<file path="config.mk">
export PLATFORM = sky130hd
export DESIGN_NAME = hazard_ctrl
export DESIGN_NICKNAME = d
export VERILOG_FILES = /design/src/rtl/hazard_ctrl_pkg.sv /design/src/rtl/hazard_match.sv /design/src/rtl/hazard_ctrl.sv
export SDC_FILE = /design/constraint.sdc
export NUM_CORES = 1
export LEC_CHECK = 0
export CELL_PAD_IN_SITES_DETAIL_PLACEMENT = 0
export CELL_PAD_IN_SITES_GLOBAL_PLACEMENT = 2
export CORE_ASPECT_RATIO = 1.2
export CORE_MARGIN = 1
export CORE_UTILIZATION = 30
export CTS_CLUSTER_SIZE = 12
export DETAILED_ROUTE_END_ITERATION = 10
export GPL_ROUTABILITY_DRIVEN = 0
export PLACE_DENSITY_LB_ADDON = 0.1
export RECOVER_POWER = 50
export SLEW_MARGIN = 20
export SYNTH_ARGS = -nofsm -noshare
export SYNTH_HDL_FRONTEND = slang
export SYNTH_HIERARCHICAL = 1
export SYNTH_SLANG_ARGS = --single-unit
</file>
<file path="constraint.sdc">
create_clock -name clk -period 5.6 [get_ports clk]
set_input_delay 1.68 -clock clk [delete_from_list [all_inputs] [get_ports clk]]
set_output_delay 1.68 -clock clk [all_outputs]
set_load 0.005 [all_outputs]
</file>
<file path="src/rtl/hazard_ctrl_pkg.sv">
// Shared definitions for the miniRV hazard controller: forward-select
// encodings, shadow-stage field layout and the FORWARD_EN build switch.
// Build option: define FORWARD_EN to enable EX/MEM/WB forwarding; without
// it every in-flight RAW hazard stalls until the producer leaves WB.
package hazard_ctrl_pkg;

    localparam logic [1:0] FWD_RF  = 2'd0;
    localparam logic [1:0] FWD_EX  = 2'd1;
    localparam logic [1:0] FWD_MEM = 2'd2;
    localparam logic [1:0] FWD_WB  = 2'd3;

    // Shadow-stage fields: valid, destination index, write enable, load flag.
    localparam int V_W    = 1;
    localparam int REG_W  = 5;
    localparam int WE_W   = 1;
    localparam int LD_W   = 1;
    localparam int SH_W   = V_W + REG_W + WE_W + LD_W;
    // Compare tag {v, rd, we}: everything a match needs except the load flag.
    localparam int TAG_W  = V_W + REG_W + WE_W;

`ifdef FORWARD_EN
    localparam bit FORWARD_ON = 1'b1;
`else
    localparam bit FORWARD_ON = 1'b0;
`endif

    typedef struct packed {
        logic             v;
        logic [REG_W-1:0] rd;
        logic             we;
        logic             ld;
    } shadow_t;

    // Youngest producer wins.
    function automatic logic [1:0] fwd_pick(input logic hit_ex, input logic hit_mem,
                                            input logic hit_wb);
        if (hit_ex)       return FWD_EX;
        else if (hit_mem) return FWD_MEM;
        else if (hit_wb)  return FWD_WB;
        else              return FWD_RF;
    endfunction

endpackage

</file>
<file path="src/rtl/hazard_match.sv">
// Pure combinational compare of one ID source register against the three
// shadow stages. x0 and unused sources never match.
module hazard_match
    import hazard_ctrl_pkg::*;
(
    input  logic [REG_W-1:0] rs,
    input  logic             used,
    input  logic [TAG_W-1:0] ex_tag,
    input  logic             ex_ld,
    input  logic [TAG_W-1:0] mem_tag,
    input  logic [TAG_W-1:0] wb_tag,
    output logic             hit_ex,
    output logic             hit_mem,
    output logic             hit_wb,
    output logic             ld_ex
);

    function automatic logic tag_hit(input logic [TAG_W-1:0] t,
                                     input logic [REG_W-1:0] r,
                                     input logic u);
        logic             v;
        logic             we;
        logic [REG_W-1:0] rd;
        v  = t[TAG_W-1];
        rd = t[REG_W:1];
        we = t[0];
        return u && v && we && (rd != '0) && (rd == r);
    endfunction

    assign hit_ex  = tag_hit(ex_tag,  rs, used);
    assign hit_mem = tag_hit(mem_tag, rs, used);
    assign hit_wb  = tag_hit(wb_tag,  rs, used);
    assign ld_ex   = hit_ex & ex_ld;

endmodule

</file>
<file path="src/rtl/hazard_ctrl.sv">
// Pipeline sequencing controller for the 5-stage miniRV core.
// Tracks in-flight destinations in a private EX/MEM/WB shadow, produces
// forward selects, load-use stalls, redirect flushes and memory-wait freezes,
// and counts lost stall cycles and redirect events (saturating).
// Build option: FORWARD_EN (see hazard_ctrl_pkg).
module hazard_ctrl
    import hazard_ctrl_pkg::*;
#(
    parameter int CNT_W = 16,
    parameter int NREG  = 32
) (
    input  logic                     clk,
    input  logic                     rst,
    input  logic                     id_valid,
    input  logic [$clog2(NREG)-1:0]  id_rs1,
    input  logic [$clog2(NREG)-1:0]  id_rs2,
    input  logic                     id_rs1_used,
    input  logic                     id_rs2_used,
    input  logic [$clog2(NREG)-1:0]  id_rd,
    input  logic                     id_we,
    input  logic                     id_is_load,
    input  logic                     ex_redirect,
    input  logic                     dmem_busy,
    output logic                     pc_stall,
    output logic                     ifid_stall,
    output logic                     ifid_flush,
    output logic                     idex_flush,
    output logic                     pipe_freeze,
    output logic [1:0]               fwd_rs1,
    output logic [1:0]               fwd_rs2,
    output logic [CNT_W-1:0]         stall_cnt,
    output logic [CNT_W-1:0]         flush_cnt
);

    // The load flag only matters while the producer sits in EX, so MEM and
    // WB keep just the compare tag.
    shadow_t          s_ex;
    logic [TAG_W-1:0] s_mem;
    logic [TAG_W-1:0] s_wb;
    logic [TAG_W-1:0] ex_tag;

    logic init_q;
    logic active;
    logic busy;
    logic redir;
    logic data_stall;

    logic h1_ex, h1_mem, h1_wb, l1_ex;
    logic h2_ex, h2_mem, h2_wb, l2_ex;
    logic [1:0] sel1, sel2;

    logic [CNT_W-1:0] stall_q;
    logic [CNT_W-1:0] flush_q;

    function automatic logic [CNT_W-1:0] sat_inc(input logic [CNT_W-1:0] c);
        return (&c) ? c : c + {{(CNT_W-1){1'b0}}, 1'b1};
    endfunction

    assign ex_tag = {s_ex.v, s_ex.rd, s_ex.we};

    hazard_match u_match_rs1 (
        .rs      (id_rs1),
        .used    (id_rs1_used),
        .ex_tag  (ex_tag),
        .ex_ld   (s_ex.ld),
        .mem_tag (s_mem),
        .wb_tag  (s_wb),
        .hit_ex  (h1_ex),
        .hit_mem (h1_mem),
        .hit_wb  (h1_wb),
        .ld_ex   (l1_ex)
    );

    hazard_match u_match_rs2 (
        .rs      (id_rs2),
        .used    (id_rs2_used),
        .ex_tag  (ex_tag),
        .ex_ld   (s_ex.ld),
        .mem_tag (s_mem),
        .wb_tag  (s_wb),
        .hit_ex  (h2_ex),
        .hit_mem (h2_mem),
        .hit_wb  (h2_wb),
        .ld_ex   (l2_ex)
    );

    // All outputs stay quiet during reset and for one cycle afterwards.
    assign active = !rst && !init_q;
    assign busy   = active && dmem_busy;
    assign redir  = active && ex_redirect;

`ifdef FORWARD_EN
    // Only a load still in EX cannot be bypassed in time.
    assign data_stall = active && (l1_ex || l2_ex);
    assign sel1       = fwd_pick(h1_ex, h1_mem, h1_wb);
    assign sel2       = fwd_pick(h2_ex, h2_mem, h2_wb);
`else
    // No bypass and no write-through regfile: wait until the producer retires.
    assign data_stall = active && (h1_ex || h1_mem || h1_wb || l1_ex ||
                                   h2_ex || h2_mem || h2_wb || l2_ex);
    assign sel1       = FWD_RF;
    assign sel2       = FWD_RF;
`endif

    // Flag the first cycle after reset so outputs can be held low in it.
    always_ff @(posedge clk) begin
        if (rst) init_q <= 1'b1;
        else     init_q <= 1'b0;
    end

    // Priority: memory wait, then redirect, then data stall.
    always_comb begin
        pc_stall    = 1'b0;
        ifid_stall  = 1'b0;
        ifid_flush  = 1'b0;
        idex_flush  = 1'b0;
        pipe_freeze = 1'b0;
        fwd_rs1     = FWD_RF;
        fwd_rs2     = FWD_RF;
        if (active) begin
            fwd_rs1 = sel1;
            fwd_rs2 = sel2;
            if (busy) begin
                pipe_freeze = 1'b1;
                pc_stall    = 1'b1;
                ifid_stall  = 1'b1;
            end else if (redir) begin
                ifid_flush  = 1'b1;
                idex_flush  = 1'b1;
            end else if (data_stall) begin
                pc_stall    = 1'b1;
                ifid_stall  = 1'b1;
                idex_flush  = 1'b1;
            end
        end
    end

    // Advance the shadow with the real pipe; a bubble enters EX on flush.
    always_ff @(posedge clk) begin
        if (rst) begin
            s_ex  <= '0;
            s_mem <= '0;
            s_wb  <= '0;
        end else if (!busy) begin
            s_wb  <= s_mem;
            s_mem <= ex_tag;
            if (idex_flush) s_ex <= '0;
            else            s_ex <= {id_valid, id_rd, id_we, id_is_load};
        end
    end

    // Saturating performance counters; a redirect supersedes the stall.
    always_ff @(posedge clk) begin
        if (rst) begin
            stall_q <= '0;
            flush_q <= '0;
        end else begin
            if (data_stall && !redir && !busy) stall_q <= sat_inc(stall_q);
            if (redir && !busy)                flush_q <= sat_inc(flush_q);
        end
    end

    assign stall_cnt = rst ? '0 : stall_q;
    assign flush_cnt = rst ? '0 : flush_q;

endmodule
</file>
### Word level (Yosys, flattened, before mapping)

Index checks and enable logic that the tools add are counted.

| word-level totals | value |
|---|---|
| flip-flop bits (word level) | 55 |
| latch bits | 0 |
| bits in writable memories | 0 |
| ROM bits | 0 |
| bits of input ports | 24 |
| output and inout bits | 41 |
| word-level logic and storage cells | 86 |
| memories | 0 |

| operators by class | value |
|---|---|
| add/subtract/negate cells | 2 |
| multipliers | 0 |
| divide/modulo/power cells | 0 |
| magnitude comparators | 0 |
| eq/ne operators | 6 |
| shift-type cells | 0 |
| muxes and demuxes | 16 |
| bitwise logic cells | 4 |
| reductions and logical operators | 49 |

Operators with widths:

| operator | number |
|---|---|
| 16-bit by 1-bit adder with 16-bit output (second input constant) | 2 |
| 16-bit two-way mux | 2 |
| 16-bit AND reduction | 2 |
| 1-bit logical AND | 31 |
| 5-bit equality test | 6 |
| 5-bit nonzero test | 3 |
| 1-bit two-way mux | 13 |
| 8-bit two-way mux | 1 |
| 1-bit logical OR | 7 |
| 1-bit logical NOT | 4 |
| 2-bit AND reduction | 2 |
| 1-bit bitwise AND | 2 |
| 1-bit NOT | 2 |

### Logic depth before layout (Yosys ltp)

Gate-level depths: netlist (run 1).

| logic depth | value |
|---|---|
| depth after elaboration | 17 |
| mapped depth | 8 |
| depth with buffers taken out | 7 |

### Modules after synthesis

Netlist (run 1), hierarchy kept.

By module, submodules not included:

| module | times used | cells an instance | area each (sq um) | seq. area each (sq um) |
|---|---|---|---|---|
| hazard_ctrl | 1 | 326 | 2736.4 | 1101.1 |
| hazard_match | 2 | 36 | 246.5 | 0.0 |

### Worst setup path after synthesis (run 1)

Ideal clock, no wire load.

| timing | value |
|---|---|
| path type | input to output |
| from | in id_rs1[3] |
| to | out pc_stall |
| arrival | 3.306 ns |
| data required time | 3.920 ns |
| slack | 0.614 ns |
| stages | 8 |
| cells stage by stage | or4_1 nor2_2 nor4_1 nor4_1 a21oi_1 nor2_1 nor3_1 buf_4 |

| between the ends | value |
|---|---|
| word-level cells in the longest chain between the ends | 14 |

Ends and longest elaborated chain:

| what | line | source |
|---|---|---|
| from (decl) | hazard_ctrl.sv:15 | `input logic [$clog2(NREG)-1:0] id_rs1,` |
| 5-bit equality test (*) | hazard_match.sv:27 | `return u && v && we && (rd != '0) && (rd == r);` |
| 1-bit logical AND (*) | hazard_match.sv:27 |  |
| net h1_ex | hazard_ctrl.sv:48 | `logic h1_ex, h1_mem, h1_wb, l1_ex;` |
| 1-bit logical OR (2 in a row) | hazard_ctrl.sv:99 | `assign data_stall = active && (h1_ex \|\| h1_mem \|\| h1_wb \|\| l1_ex \|\|` |
| 1-bit logical OR (*) (2 in a row) | hazard_ctrl.sv:99 |  |
| 1-bit logical OR (*) (3 in a row) | hazard_ctrl.sv:100 | `h2_ex \|\| h2_mem \|\| h2_wb \|\| l2_ex);` |
| 1-bit logical AND (*) | hazard_ctrl.sv:99 |  |
| 1-bit two-way mux (*) (4 in a row) | - |  |
| to (decl) | hazard_ctrl.sv:24 | `output logic pc_stall,` |

Mark *: on every way through the listed nets, which the timed path passes. The rest lies on a longest branch.

### Final worst setup path (run 1)

| timing | value |
|---|---|
| from | in dmem_busy |
| to | out ifid_flush |

| between the ends | value |
|---|---|
| word-level cells in the longest chain between the ends | 3 |

Ends and longest elaborated chain:

| what | line | source |
|---|---|---|
| from (decl) | hazard_ctrl.sv:23 | `input logic dmem_busy,` |
| 1-bit logical AND | hazard_ctrl.sv:89 | `assign busy = active && dmem_busy;` |
| 1-bit two-way mux | hazard_ctrl.sv:123 | `if (busy) begin` |
| 1-bit two-way mux | hazard_ctrl.sv:120 | `if (active) begin` |
| to (decl) | hazard_ctrl.sv:26 | `output logic ifid_flush,` |

No other way between the ends.

==> impl_metrics.toml, run 1 <==
[cts]
numCtsBuffers = 5
clockBufferDepth = 2
clock_tree_from_tritoncts = "yes"
clock_network_latency_to_the_later_pin_of_the_worst_skew_pair_ns = 0.29
htree_num_levels = 2
path_clk_slew_ns = 0.06
numClockSinks = 55
cts.root.buffer_cell = "sky130_fd_sc_hd__clkbuf_16"

[routing]
first_drt_iteration_drcs = 98
route.detailed.drc = 0
drt-pass1-iter-count = 5
vias_per_cell = 5.03
antenna_left = 0
route.vias.total = 3022
postRouteWirelength_mm = 8.91
wl_per_cell_um = 14.8

[pwr]
power-per-cell-area_nw_per_um2 = 192
irDropWorstVdd_uv = 104
total_leakage_power_nw = 1.51

[logic_synthesis]
ys_ff_latch = 55
avgSynthCellArea_sq_um = 8.11
synth_seq_area_share_pct = 34.1
synth_top_area_share_pct = 34.1
synth.distinct_cells = 44
synthesis.area_sq_um = 3230
post-synth-top-area-cell = "sky130_fd_sc_hd__dfxtp_1"
synthCells = 398
synth.area.top_cells = "sky130_fd_sc_hd__dfxtp_1 (34%), sky130_fd_sc_hd__mux2_2 (7.0%), sky130_fd_sc_hd__nor2b_1 (5.4%), sky130_fd_sc_hd__xnor2_1 (4.3%), sky130_fd_sc_hd__nor2_1 (4.1%)"
synth-main-ff-cell = "sky130_fd_sc_hd__dfxtp_1"
asyncSetResetFlopFracSynth_pct = 0
synth_edf_count = 0
synthesis.yosys.warnings = 6

[finish]
area_growth_pct = 30.6
multi_input_comb_area_sq_um = 2010
finished_cell_area_sq_um = 4220
register_area_sq_um = 1100
final_net_count = 497
layout_common_cells = "sky130_fd_sc_hd__dfxtp_1 (55), sky130_fd_sc_hd__clkdlybuf4s50_1 (44), sky130_fd_sc_hd__nor2_1 (35)"
fraction_of_layout_instances_using_a_drive_strength_above_1_pct = 13.6
mostFrequentLayoutCell = "sky130_fd_sc_hd__dfxtp_1"
fillers = 1089

[job]
drv_cap = 0

[sta]
final.min_clock_period_ns = 5.43
setup_repair_after_global_routing_missed_its_margin = "false"
worst_slew_margin_rel_pct = 20.0
timing.final.ws_setup_ns = 0.172
timing.setup.tns_ns = 0
layout_worst_path_cycle_share_pct = 96.9
worst-slew-pin-transition_ns = 1.20
setup_violations = 0
clock.fmax_ghz = 0.184
final_skew_ns = 0.00920
final-max-slew-violation-count = 0
final-hold-violation-count = 0

[floorplan]
fp.dieH_um = 116
die_w_um = 96.7
core_area_sq_um = 10500
initial_core_utilization_pct = 30.7
placementRows = 41
fp.dieArea_sq_um = 11200
io_pins = 65

[placement]
dpl_worst_slack_ns = -0.298
buffers_on_ports = 60
detailed_place_hpwl_mm = 6.67
placed_cell_area_sq_um = 4070

[global_routing]
global_route.overflow_total = 0
grt_max_degree = 37
grtUsageTotal_pct = 15.9
antenna_found_initial = 0
global_route_wire_length_before_repair_mm = 14.3
number_of_global_route_vias_before_repair = 2858

[setup_path]
cpMaxStageDelayCell = "sky130_fd_sc_hd__or4b_1"
critical_path.cell_chain = "dlygate4sd3_1 -> or4b_1 -> inv_1 -> clkdlybuf4s50_1"
setup.worst_path.class = "in2out"
maximum_fanout_encountered_on_the_critical_timing_path = 12
endpoint_kind = "primary output"
worst-r2r-cell-count = 9
timing.critical_path.max_delay_family = "buffers and inverters"
timing.rr.start = "ex_tag[3]"
setup.worst_path.start_class = "input port"
setup_slack_of_the_worst_register_to_register_path_ns = 2.72
timing.critical_path.buf_inv = 3
rr_endpoint = "stall_q[13]"
max_stage_delay_ns = 0.70
critical_path_arrival_ns = 3.75
worstPathRequired_ns = 3.92

[hold_path]
worst_hold_endpoint = "s_wb[0]"
hold_class = "reg2reg"
min_delay_path_depth = 2
min_from = "s_wb[0]"

[outcome]
status = "finished, final reports clean"
[layout make-up]
cell class | count | share of cell area, %
Antenna cell | 1 | 0.0593
Inverter | 14 | 1.25
Timing Repair Buffer | 84 | 17.6
Clock buffer | 6 | 3.29
Tap cell | 129 | 3.83
Multi-Input combinational cell | 311 | 47.7
Clock inverter | 1 | 0.119
Sequential cell | 55 | 26.1
[cell families after synthesis]
kind of cell / synth area share (%)
simple gates: 35.6
buf+inv: 4.77
xor+xnor: 5.97
mux: 6.97
other cells: 0.116
fa+ha+maj: 0.775
flops: 34.1
compound gates: 11.7
[cells in the mapped netlist (3+ instances only)]
cell and instances:
sky130_fd_sc_hd__xor2_1 6, sky130_fd_sc_hd__dfxtp_1 55, sky130_fd_sc_hd__or4_1 8, sky130_fd_sc_hd__buf_4 5
sky130_fd_sc_hd__o31ai_1 4, sky130_fd_sc_hd__nand2_1 28, sky130_fd_sc_hd__and4_1 4, sky130_fd_sc_hd__and3_1 3
sky130_fd_sc_hd__inv_1 14, sky130_fd_sc_hd__nand4_1 16, sky130_fd_sc_hd__clkbuf_1 11, sky130_fd_sc_hd__a22o_1 6
sky130_fd_sc_hd__buf_2 3, sky130_fd_sc_hd__nor4_1 16, sky130_fd_sc_hd__a21oi_1 16, sky130_fd_sc_hd__and2_1 4
sky130_fd_sc_hd__nor4b_1 4, sky130_fd_sc_hd__nor3_1 13, sky130_fd_sc_hd__nor2b_1 28, sky130_fd_sc_hd__nor2_1 35
sky130_fd_sc_hd__mux2_2 20, sky130_fd_sc_hd__xnor2_1 16, sky130_fd_sc_hd__nand3_1 15, sky130_fd_sc_hd__o21ai_0 20
sky130_fd_sc_hd__nand2b_1 16, sky130_fd_sc_hd__or3_1 6
[flip-flops by register name, indices dropped and copies added, names as in the netlist]
| signal | cells |
|---|---|
| flush_q | 16 |
| s_mem | 7 |
| s_wb | 7 |
| stall_q | 16 |
| init_q | 1 |
| ex_tag | 7 |
| s_ex | 1 |
[how the worst max path moves through the flow]
stage,start,to,slack [ns],cells after the start
final,dmem_busy,ifid_flush,0.17,4
after global routing,id_rs1[3],ifid_stall,0.06,12
after CTS,id_rs2[4],pc_stall,0.0007,11
after detailed placement,id_rs2[4],ifid_stall,-0.30,11
after global placement,id_rs2[4],ifid_stall,-0.32,11
after floorplan,id_rs1[3],pc_stall,0.61,8
[through the flow]
stage | total power [mW] | hold WS (ns) | instances | utilization, %
after floorplan | 0.464 | 0.432 | 401 | -
after global placement | 0.508 | 0.450 | 591 | 38.7
after detailed placement | 0.509 | 0.469 | 591 | 38.7
after CTS | 0.823 | 0.483 | 599 | 40.3
after global routing | 0.849 | 0.522 | 600 | 40.1
final | 0.810 | 0.477 | 601 | 40.1
[power by group]
part,switching (mW),internal [mW]
registers,0.0140,0.399
logic,0.0421,0.0429
clock network,0.137,0.175
total,0.193,0.617
[routing by layer]
layer	global-route usage (%)	wire length (um)	up-vias
met5	0	0	-
li1	-	-	1572
met3	3.50	380	11
met1	19.1	3930	1380
met4	6.37	219	0
met2	27.8	4380	59
[tightest hold or removal path, cell delays in order (launching register included)]
cell and delay, ns:
sky130_fd_sc_hd__dfxtp_1 0.32, sky130_fd_sc_hd__nand2_1 0.05, sky130_fd_sc_hd__o21ai_0 0.06
[timing repair]
action | in CTS | in global routing
gates resized for setup | 19 | 11
hold buffers | 0 | 0
buffers inserted | 1 | 1
endpoints found under the hold margin | 0 | 0
endpoints found under the setup margin | 3 | 3
pin swaps | 11 | 8
(Power assumes the default switching activity.)
==> run 2: changes to the inputs <==
--- a/config.mk
+++ b/config.mk
@@ -15,6 +15,7 @@
 export GPL_ROUTABILITY_DRIVEN = 0
 export PLACE_DENSITY_LB_ADDON = 0.1
 export RECOVER_POWER = 50
+export SETUP_SLACK_MARGIN = 0.05
 export SLEW_MARGIN = 20
 export SYNTH_ARGS = -nofsm -noshare
 export SYNTH_HDL_FRONTEND = slang
==> run 2 against run 1 <==
  * Register-to-register slack improved by 0.06 ns
  * Wire length fell by 0.28%
  * Clock power hardly changed
  * Cell count stayed put
==> impl_metrics.toml, run 2 (synthesis results as in run 1) <==
[sta]
final_skew_ns = 0.00920
final-hold-violation-count = 0
clock.fmax_ghz = 0.184
worst_hold_slack_ns = 0.478
layout_worst_path_cycle_share_pct = 97.1
worst_slew_margin_rel_pct = 18.8
setup_violations = 0
final.min_clock_period_ns = 5.44
final-max-slew-violation-count = 0
worst-slew-pin-transition_ns = 1.22
setup_repair_after_global_routing_missed_its_margin = "false"

[global_routing]
global_route.overflow_total = 0
global_route_wire_length_before_repair_mm = 14.3
antenna_found_initial = 0
number_of_global_route_vias_before_repair = 2858
grtUsageTotal_pct = 15.9
grt_max_degree = 37

[setup_path]
endpoint_kind = "primary output"
worstPathRequired_ns = 3.92
worst-r2r-cell-count = 9
maximum_fanout_encountered_on_the_critical_timing_path = 5
critical_path_arrival_ns = 3.76
setup.worst_path.start_class = "input port"
setup.worst_path.class = "in2out"

[routing]
route.vias.total = 3020
antenna_left = 0
route.detailed.drc = 0
first_drt_iteration_drcs = 97
wl_per_cell_um = 14.8
vias_per_cell = 5.02
postRouteWirelength_mm = 8.88
drt-pass1-iter-count = 4

[finish]
finalCoreUtilization_pct = 40.2
layoutNonFillerInstCount = 601
fillers = 1089
mostFrequentLayoutCell = "sky130_fd_sc_hd__dfxtp_1"
layout_common_cells = "sky130_fd_sc_hd__dfxtp_1 (55), sky130_fd_sc_hd__clkdlybuf4s50_1 (43), sky130_fd_sc_hd__nor2_1 (35)"
fraction_of_layout_instances_using_a_drive_strength_above_1_pct = 13.8
final_net_count = 497
area_growth_pct = 31.0
reg_top3 = "flush_q x16, stall_q x16"

[floorplan]
fp.dieArea_sq_um = 11200
placementRows = 41
die_w_um = 96.7
initial_core_utilization_pct = 30.7
io_pins = 65
fp.dieH_um = 116
core_area_sq_um = 10500

[pwr]
irDropWorstVdd_uv = 104
power-per-cell-area_nw_per_um2 = 192
total_leakage_power_nw = 1.49
design_power_total_mw = 0.811

[cts]
clockBufferDepth = 2
numClockSinks = 55
path_clk_slew_ns = 0.06
cts.root.buffer_cell = "sky130_fd_sc_hd__clkbuf_16"
clock_tree_from_tritoncts = "yes"
htree_num_levels = 2
numCtsBuffers = 5
clock_network_latency_to_the_later_pin_of_the_worst_skew_pair_ns = 0.29

[hold_path]
min_delay_path_depth = 2
hold_class = "reg2reg"

[placement]
detailed_place_hpwl_mm = 6.67
buffers_on_ports = 60
placed_cells_incl_taps = 591

[job]
drv_cap = 0

[outcome]
status = "finished, final reports clean"
-- run 2: area by class of cell --
type	instances	area (sq um)	share of cell area [%]
Sequential cell	55	1100	26.0
Clock inverter	1	5.00	0.118
Inverter	14	52.6	1.24
Tap cell	129	161	3.82
Multi-Input combinational cell	311	2020	47.8
Clock buffer	6	139	3.28
Timing Repair Buffer	84	744	17.6
Antenna cell	1	2.50	0.0592
-- run 2: final timing paths --
kind / from / to / slack [ns]
max: id_rs1[4] / idex_flush / 0.16
min: s_wb[0] / s_wb[0] / 0.48
max reg2reg: s_mem[1] / stall_q[13] / 2.78
min reg2reg: s_wb[0] / s_wb[0] / 0.48
-- run 2: routing by layer --
layer  vias to the layer above  global-route usage [%]  part of all wire, %
li1                       1570                       -                    -
met4                         0                    6.37                  2.4
met3                        11                    3.50                  3.8
met1                      1388                    19.1                   44
met2                        51                    27.8                   49
met5                         -                       0                    0
-- run 2: repair_timing --
action,CTS,global route
endpoints found under the setup margin,3,2
pin swaps,11,5
buffers inserted,1,1
hold buffers,0,0
resized for setup,23,6
-- run 2: critical path, cell delays in order --
cell and delay, ns:
sky130_fd_sc_hd__dlygate4sd2_1 0.29, sky130_fd_sc_hd__or4_4 0.55, sky130_fd_sc_hd__nor2_4 0.12, sky130_fd_sc_hd__nor4_1 0.07, sky130_fd_sc_hd__nor4_2 0.21, sky130_fd_sc_hd__clkbuf_1 0.16, sky130_fd_sc_hd__clkbuf_1 0.18, sky130_fd_sc_hd__nand2_1 0.07
sky130_fd_sc_hd__nor2_1 0.08, sky130_fd_sc_hd__nor4_1 0.05, sky130_fd_sc_hd__dlygate4sd2_1 0.29
-- run 2: stage by stage --
stage | setup WS [ns] | TNS (ns) | area, sq um
after detailed placement | -0.298 | -0.815 | 4070
after global routing | 0.0456 | 0 | 4230
after floorplan | 0.614 | 0 | 3240
after CTS | 0.0620 | 0 | 4240
final | 0.165 | 0 | 4230
after global placement | -0.319 | -0.837 | 4070
-- run 2: power breakdown --
part	switching [mW]	total, mW	internal, mW
Sequential	0.0140	0.413	0.399
Clock	0.137	0.312	0.175
Combinational	0.0421	0.0853	0.0432
Total	0.193	0.811	0.617
